===== config.mk =====
export PLATFORM = sky130hd
export DESIGN_NAME = mux_arb_rr_flat
export DESIGN_NICKNAME = d
export VERILOG_FILES = /design/src/rtl/mux_arb_rr_pkg.sv /design/src/rtl/mux_arb_rr_if.sv /design/src/rtl/mux_arb_rr_rr_pick.sv /design/src/rtl/mux_arb_rr.sv /design/src/flat_wrapper.sv
export SDC_FILE = /design/constraint.sdc
export NUM_CORES = 1
export LEC_CHECK = 0
export ABC_CLOCK_PERIOD_IN_PS = 7100
export CAP_MARGIN = 40
export CORE_MARGIN = 2
export CORE_UTILIZATION = 35
export DETAILED_ROUTE_END_ITERATION = 10
export DONT_BUFFER_PORTS = 1
export GPL_TIMING_DRIVEN = 1
export PLACE_DENSITY = 0.56
export SLEW_MARGIN = 20
export SYNTH_ARGS = -nofsm -noshare
export SYNTH_HDL_FRONTEND = slang
export SYNTH_HIERARCHICAL = 1
export SYNTH_SLANG_ARGS = --single-unit

===== constraint.sdc =====
create_clock -name clk -period 7.1 [get_ports clk]
set_clock_uncertainty 0.15 [all_clocks]
set_input_delay 1.42 -clock clk [delete_from_list [all_inputs] [get_ports clk]]
set_output_delay 1.42 -clock clk [all_outputs]
set_load 0.03 [all_outputs]

===== src/rtl/mux_arb_rr_pkg.sv =====
// Shared definitions for the registered C-channel mux/arbiter: mode encodings
// and the pointer reset value.
package mux_arb_rr_pkg;

   localparam logic MODE_FIXED = 1'b0;
   localparam logic MODE_RR    = 1'b1;

   // Pointer resets to the last channel so the first round-robin search starts at channel 0.
   function automatic int ptr_reset(input int c);
      return c - 32'sd1;
   endfunction

endpackage


===== src/rtl/mux_arb_rr_if.sv =====
// Producer/consumer bundle of the mux/arbiter; master drives requests and
// consumer ready, slave is the mux itself.
interface mux_arb_rr_if #(
   parameter int N  = 8,
   parameter int C  = 8,
   parameter int SW = $clog2(C)
);
   logic [C*N-1:0] in_data;
   logic [C-1:0]   in_valid;
   logic [C-1:0]   in_ready;
   logic           mode;
   logic [SW-1:0]  sel;
   logic [N-1:0]   out_data;
   logic [SW-1:0]  out_chan;
   logic           out_valid;
   logic           out_ready;

   modport master (
      output in_data, in_valid, mode, sel, out_ready,
      input  in_ready, out_data, out_chan, out_valid
   );

   modport slave (
      input  in_data, in_valid, mode, sel, out_ready,
      output in_ready, out_data, out_chan, out_valid
   );
endinterface


===== src/rtl/mux_arb_rr_rr_pick.sv =====
// Combinational round-robin picker: rotates the request vector so the search
// starts just after ptr, priority-encodes, then un-rotates the winner.
module mux_arb_rr_rr_pick #(
   parameter int C  = 8,
   parameter int SW = $clog2(C)
) (
   input  logic [C-1:0]  req,
   input  logic [SW-1:0] ptr,
   output logic          grant_valid,
   output logic [SW-1:0] grant
);

   logic [C-1:0]  rot_s;
   logic [SW-1:0] first_s;

   // Rotate so that rot_s[0] is the channel right after ptr (modulo C).
   always_comb begin
      rot_s = '0;
      for (int i = 0; i < C; i++) begin
         rot_s[i] = req[SW'((int'(ptr) + 1 + i) % C)];
      end
   end

   // Lowest set bit of the rotated vector wins; scanning downward leaves the lowest.
   always_comb begin
      first_s = '0;
      for (int i = C - 1; i >= 0; i--) begin
         if (rot_s[i]) begin
            first_s = SW'(i);
         end else begin
            first_s = first_s;
         end
      end
   end

   // Undo the rotation to recover the absolute channel index.
   always_comb begin
      grant_valid = |rot_s;
      grant       = SW'((int'(ptr) + 1 + int'(first_s)) % C);
   end

endmodule


===== src/rtl/mux_arb_rr.sv =====
// Registered C-channel multiplexer with valid/ready handshake, selectable
// between fixed (sel-steered) and round-robin arbitration.
import mux_arb_rr_pkg::*;

module mux_arb_rr #(
   parameter int N  = 8,
   parameter int C  = 8,
   parameter int SW = $clog2(C)
) (
   input  logic         clk,
   input  logic         rst_n,
   mux_arb_rr_if.slave  bus
);

   localparam logic [SW-1:0] PTR_RST = SW'(ptr_reset(C));

   logic [SW-1:0]     ptr_r;
   logic [N-1:0]      out_data_r;
   logic [SW-1:0]     out_chan_r;
   logic              out_valid_r;
   logic              rr_valid_s;
   logic [SW-1:0]     rr_grant_s;
   logic [2**SW-1:0]  valid_pad_s;
   logic              grant_valid_s;
   logic [SW-1:0]     grant_s;
   logic              load_s;
   logic              xfer_s;
   logic [C-1:0]      in_ready_s;
   logic [N-1:0]      data_sel_s;

   mux_arb_rr_rr_pick #(.C(C), .SW(SW)) u_pick (
      .req         (bus.in_valid),
      .ptr         (ptr_r),
      .grant_valid (rr_valid_s),
      .grant       (rr_grant_s)
   );

   // Grant source select; a sel beyond the last channel never grants.
   always_comb begin
      valid_pad_s          = '0;
      valid_pad_s[C-1:0]   = bus.in_valid;
      if (bus.mode == MODE_RR) begin
         grant_valid_s = rr_valid_s;
         grant_s       = rr_grant_s;
      end else begin
         grant_valid_s = (int'(bus.sel) < C) && valid_pad_s[bus.sel];
         grant_s       = bus.sel;
      end
      load_s = !out_valid_r || bus.out_ready;
      xfer_s = rst_n && load_s && grant_valid_s;
   end

   // One-hot ready decode and data mux for the granted channel.
   always_comb begin
      in_ready_s = '0;
      data_sel_s = '0;
      for (int k = 0; k < C; k++) begin
         if (int'(grant_s) == k) begin
            in_ready_s[k] = xfer_s;
            data_sel_s    = bus.in_data[k*N +: N];
         end else begin
            in_ready_s[k] = 1'b0;
         end
      end
   end

   // Single-entry output register and round-robin pointer.
   always_ff @(posedge clk or negedge rst_n) begin
      if (!rst_n) begin
         out_data_r  <= '0;
         out_chan_r  <= '0;
         out_valid_r <= 1'b0;
         ptr_r       <= PTR_RST;
      end else begin
         if (xfer_s) begin
            out_data_r  <= data_sel_s;
            out_chan_r  <= grant_s;
            out_valid_r <= 1'b1;
         end else if (bus.out_ready) begin
            out_valid_r <= 1'b0;
         end else begin
            out_valid_r <= out_valid_r;
         end
         if (xfer_s && (bus.mode == MODE_RR)) begin
            ptr_r <= grant_s;
         end else begin
            ptr_r <= ptr_r;
         end
      end
   end

   assign bus.in_ready  = in_ready_s;
   assign bus.out_data  = out_data_r;
   assign bus.out_chan  = out_chan_r;
   assign bus.out_valid = out_valid_r;

endmodule


===== src/flat_wrapper.sv =====
// flat-port wrapper written by rule: the top's interface ports become plain ports
module mux_arb_rr_flat 
#(
   parameter int N  = 8,
   parameter int C  = 8,
   parameter int SW = $clog2(C)
)
  (clk, rst_n, bus_in_data, bus_in_valid, bus_mode, bus_sel, bus_out_ready, bus_in_ready, bus_out_data, bus_out_chan, bus_out_valid);
  mux_arb_rr_if #(.N(N), .C(C), .SW(SW)) bus_i ();
  input  logic clk;
  input  logic rst_n;
  input wire logic [$bits(bus_i.in_data)-1:0] bus_in_data;
  input wire logic [$bits(bus_i.in_valid)-1:0] bus_in_valid;
  input wire logic [$bits(bus_i.mode)-1:0] bus_mode;
  input wire logic [$bits(bus_i.sel)-1:0] bus_sel;
  input wire logic [$bits(bus_i.out_ready)-1:0] bus_out_ready;
  output wire logic [$bits(bus_i.in_ready)-1:0] bus_in_ready;
  output wire logic [$bits(bus_i.out_data)-1:0] bus_out_data;
  output wire logic [$bits(bus_i.out_chan)-1:0] bus_out_chan;
  output wire logic [$bits(bus_i.out_valid)-1:0] bus_out_valid;
  assign bus_i.in_data = bus_in_data;
  assign bus_i.in_valid = bus_in_valid;
  assign bus_i.mode = bus_mode;
  assign bus_i.sel = bus_sel;
  assign bus_i.out_ready = bus_out_ready;
  assign bus_in_ready = bus_i.in_ready;
  assign bus_out_data = bus_i.out_data;
  assign bus_out_chan = bus_i.out_chan;
  assign bus_out_valid = bus_i.out_valid;
  mux_arb_rr #(.N(N), .C(C), .SW(SW)) u_core (.clk(clk), .rst_n(rst_n), .bus(bus_i));
endmodule

==> out/results.tsv <==
metric	value	unit
crit path launch type	register	
initial core utilization	0.3609	
setup TNS	0	ps
final wirelength	5909	µm
critical setup path kind	register to primary output	
# diodes	0	
Initial DRC Count	148	
TritonRoute pass-1 iters	4	
Tmin final	6277	ps
Critical R2R Launch	u_core/ptr_r[0]$_DFFE_PN1P_	
vias in the first global route	1794	
PortBufs	0	
pin count of the biggest net entering global routing	38	
Tot GR Track Use	0.1740	
Top Ports	99	
initial antenna violation count	0	
CP max FO	23	
status	finished clean	
Synth cell types	43	
H-tree levels	1	
commonest non-fill, non-tap cells in the layout	30 x nand2_1, 26 x mux2i_1, 20 x a21oi_1	
setup repair after global routing missed its margin	false	
fraction of layout cells with a size suffix above 1	0.1598	
vias per inst	6.232	
Worst R2R Path Depth	16	
gpl congestion	0.8353	
Clock Tree Buf Depth	2	
Cells after DPL	315	
Final nets	328	
Seq/Total Area, Yosys	0.1774	
die width	82.14	µm
DR vias	1988	
clk root buf	clkbuf_8	
WP data required	5530	ps
reg2reg setup slack	1970	ps
Peak Freq	0.1593	GHz
post-layout util	0.3825	
post-CTS setup buffer count	0	
Max-cap violations	0	
final period utilization	0.8840	
syn_area_per_cell	8.617	µm²
Seq cells post-synth	15	
final slew viol count	0	
Rows	28	
die height	82.14	µm
Worst EP arrival	4710	ps
first-pass GRT wire length	9197	µm
setup violators final	0	
Place WS	999.6	ps
HPWL after DPL	4522	µm
grt total ovfl	0	
Core Area	5921	µm²
Ys Warns	6	
hold buffers post-CTS	0	
worst setup margin	823.4	ps
hold path depth	1	
Max-slew headroom	0.5182	
drt drc	0	
CTS buffer count	3	
Mapped Cells	248	
worst skew pair latency	240	ps
final cell count without fillers	319	
FF-to-FF End	u_core/bus.out_data[7]$_DFFE_PN0P_	
DR WL/cell	18.52	µm
Sink Count	15	
P&R area growth vs syn	5.972	%
TritonCTS clock tree	yes	
Hold Crit Class	register to register	
mapped cell area	2137	µm²
PostCTS Resize Cnt	0	
post-route ant nets	0	
CTS clock-pin slew for the worst setup and hold paths	60	ps
Final Hold Vio Count	0	
leading cell type in the layout, fill and taps excluded	nand2_1	
HP Start	u_core/ptr_r[1]$_DFFE_PN1P_	
Mapped Nets	331	
total die area	6747	µm²
Worst-Margin Slew	717.5	ps
Worst Hold Endpoint	u_core/ptr_r[1]$_DFFE_PN1P_	
crit end category	primary output	
## synthesized netlist by cell type
cell type / number / area share
xnor2_1: 4 / 0.016
o221a_2: 1 / 0.0053
o2111ai_4: 1 / 0.012
o22ai_1: 3 / 0.0088
mux4_2: 4 / 0.042
nor4_1: 5 / 0.015
buf_4: 3 / 0.011
nand3_1: 2 / 0.0047
nand2b_1: 3 / 0.0088
buf_6: 3 / 0.016
mux2i_1: 28 / 0.13
clkbuf_1: 6 / 0.011
buf_2: 8 / 0.019
nand2_1: 30 / 0.053
xnor3_1: 1 / 0.011
dfstp_2: 3 / 0.037
and2_0: 1 / 0.0029
a32oi_1: 1 / 0.0041
o21ai_0: 15 / 0.035
fa_1: 1 / 0.0094
xor2_1: 1 / 0.0041
or2b_4: 1 / 0.0053
mux4_1: 6 / 0.074
a211oi_1: 9 / 0.032
nor2b_1: 4 / 0.012
nand4_1: 1 / 0.0029
o21ba_4: 1 / 0.0076
o31ai_1: 7 / 0.025
nor2_1: 11 / 0.019
inv_1: 6 / 0.011
a31oi_1: 2 / 0.0059
mux2_4: 1 / 0.0070
a21oi_1: 20 / 0.047
nor3_1: 19 / 0.044
o221ai_2: 1 / 0.0070
dfrtp_1: 12 / 0.14
a221oi_1: 10 / 0.041
mux2_2: 6 / 0.032
a21boi_2: 1 / 0.0053
ha_1: 3 / 0.018
o21a_1: 1 / 0.0035
or2_2: 1 / 0.0029
a22oi_1: 1 / 0.0035
## state kept, by name, indices dropped and copies added (netlist names)
signal / count
u_core/ptr_r: 3
u_core/bus.out_valid: 1
u_core/bus.out_data: 8
u_core/bus.out_chan: 3
## layout make-up
type                       instances  area [µm²]
sequential                        15       379.1
timing repair buffer              12       90.09
fill                             600        3656
clock inverter                     1       5.005
clock buffer                       3       41.29
multi-input combinational        207        1633
inverter                           6       22.52
tap                               75       93.84
## cell families after synthesis
| logic type | after synthesis | synth area share |
|---|---|---|
| compound gates | 74 | 0.2424 |
| flops | 15 | 0.1774 |
| mux | 45 | 0.2857 |
| simple gates | 78 | 0.1704 |
| buf+inv | 26 | 0.06616 |
| fa+ha+maj | 4 | 0.02693 |
| xor+xnor | 6 | 0.03103 |
## metal layers
metal  GRT usage  vias up  wire length, µm
li1            -      955                -
met1      0.2642      963             2781
met2      0.2585       68             2695
met3     0.03478        2              417
met4     0.02667        0               14
met5           0        -                0
## critical path, cell delays in order, from the launching register on
cell      delay [ps]
dfstp_2          530
inv_1             70
ha_1             650
mux4_2           650
o22ai_1          210
mux2i_1           90
o21ai_0          100
a221oi_1         130
ha_1             210
fa_1             380
xnor2_1          150
xnor2_1          240
mux2_2           470
nand2_1          120
nor2_1           460
## worst max-delay path by stage
stage / end / cells past startpoint / startpoint
floorplan: bus_in_ready[1] / 12 / bus_in_valid[2]
global placement: bus_in_ready[5] / 11 / bus_in_valid[2]
detailed placement: bus_in_ready[6] / 13 / bus_in_valid[2]
CTS: bus_in_ready[6] / 14 / u_core/ptr_r[0]$_DFFE_PN1P_
global route: bus_in_ready[6] / 15 / u_core/ptr_r[0]$_DFFE_PN1P_
finish: bus_in_ready[6] / 14 / u_core/ptr_r[0]$_DFFE_PN1P_
## through the flow
step / hold slack [ps] / instance area (µm²)
finish: 492.9 / 2265
global route: 506.6 / 2265
CTS: 490.4 / 2265
detailed placement: 481.2 / 2218
global placement: 479.8 / 2218
floorplan: 451.8 / 2137
Power is not shown: default switching activity piles up to over one toggle a cycle in this logic, so the estimate is an artifact.
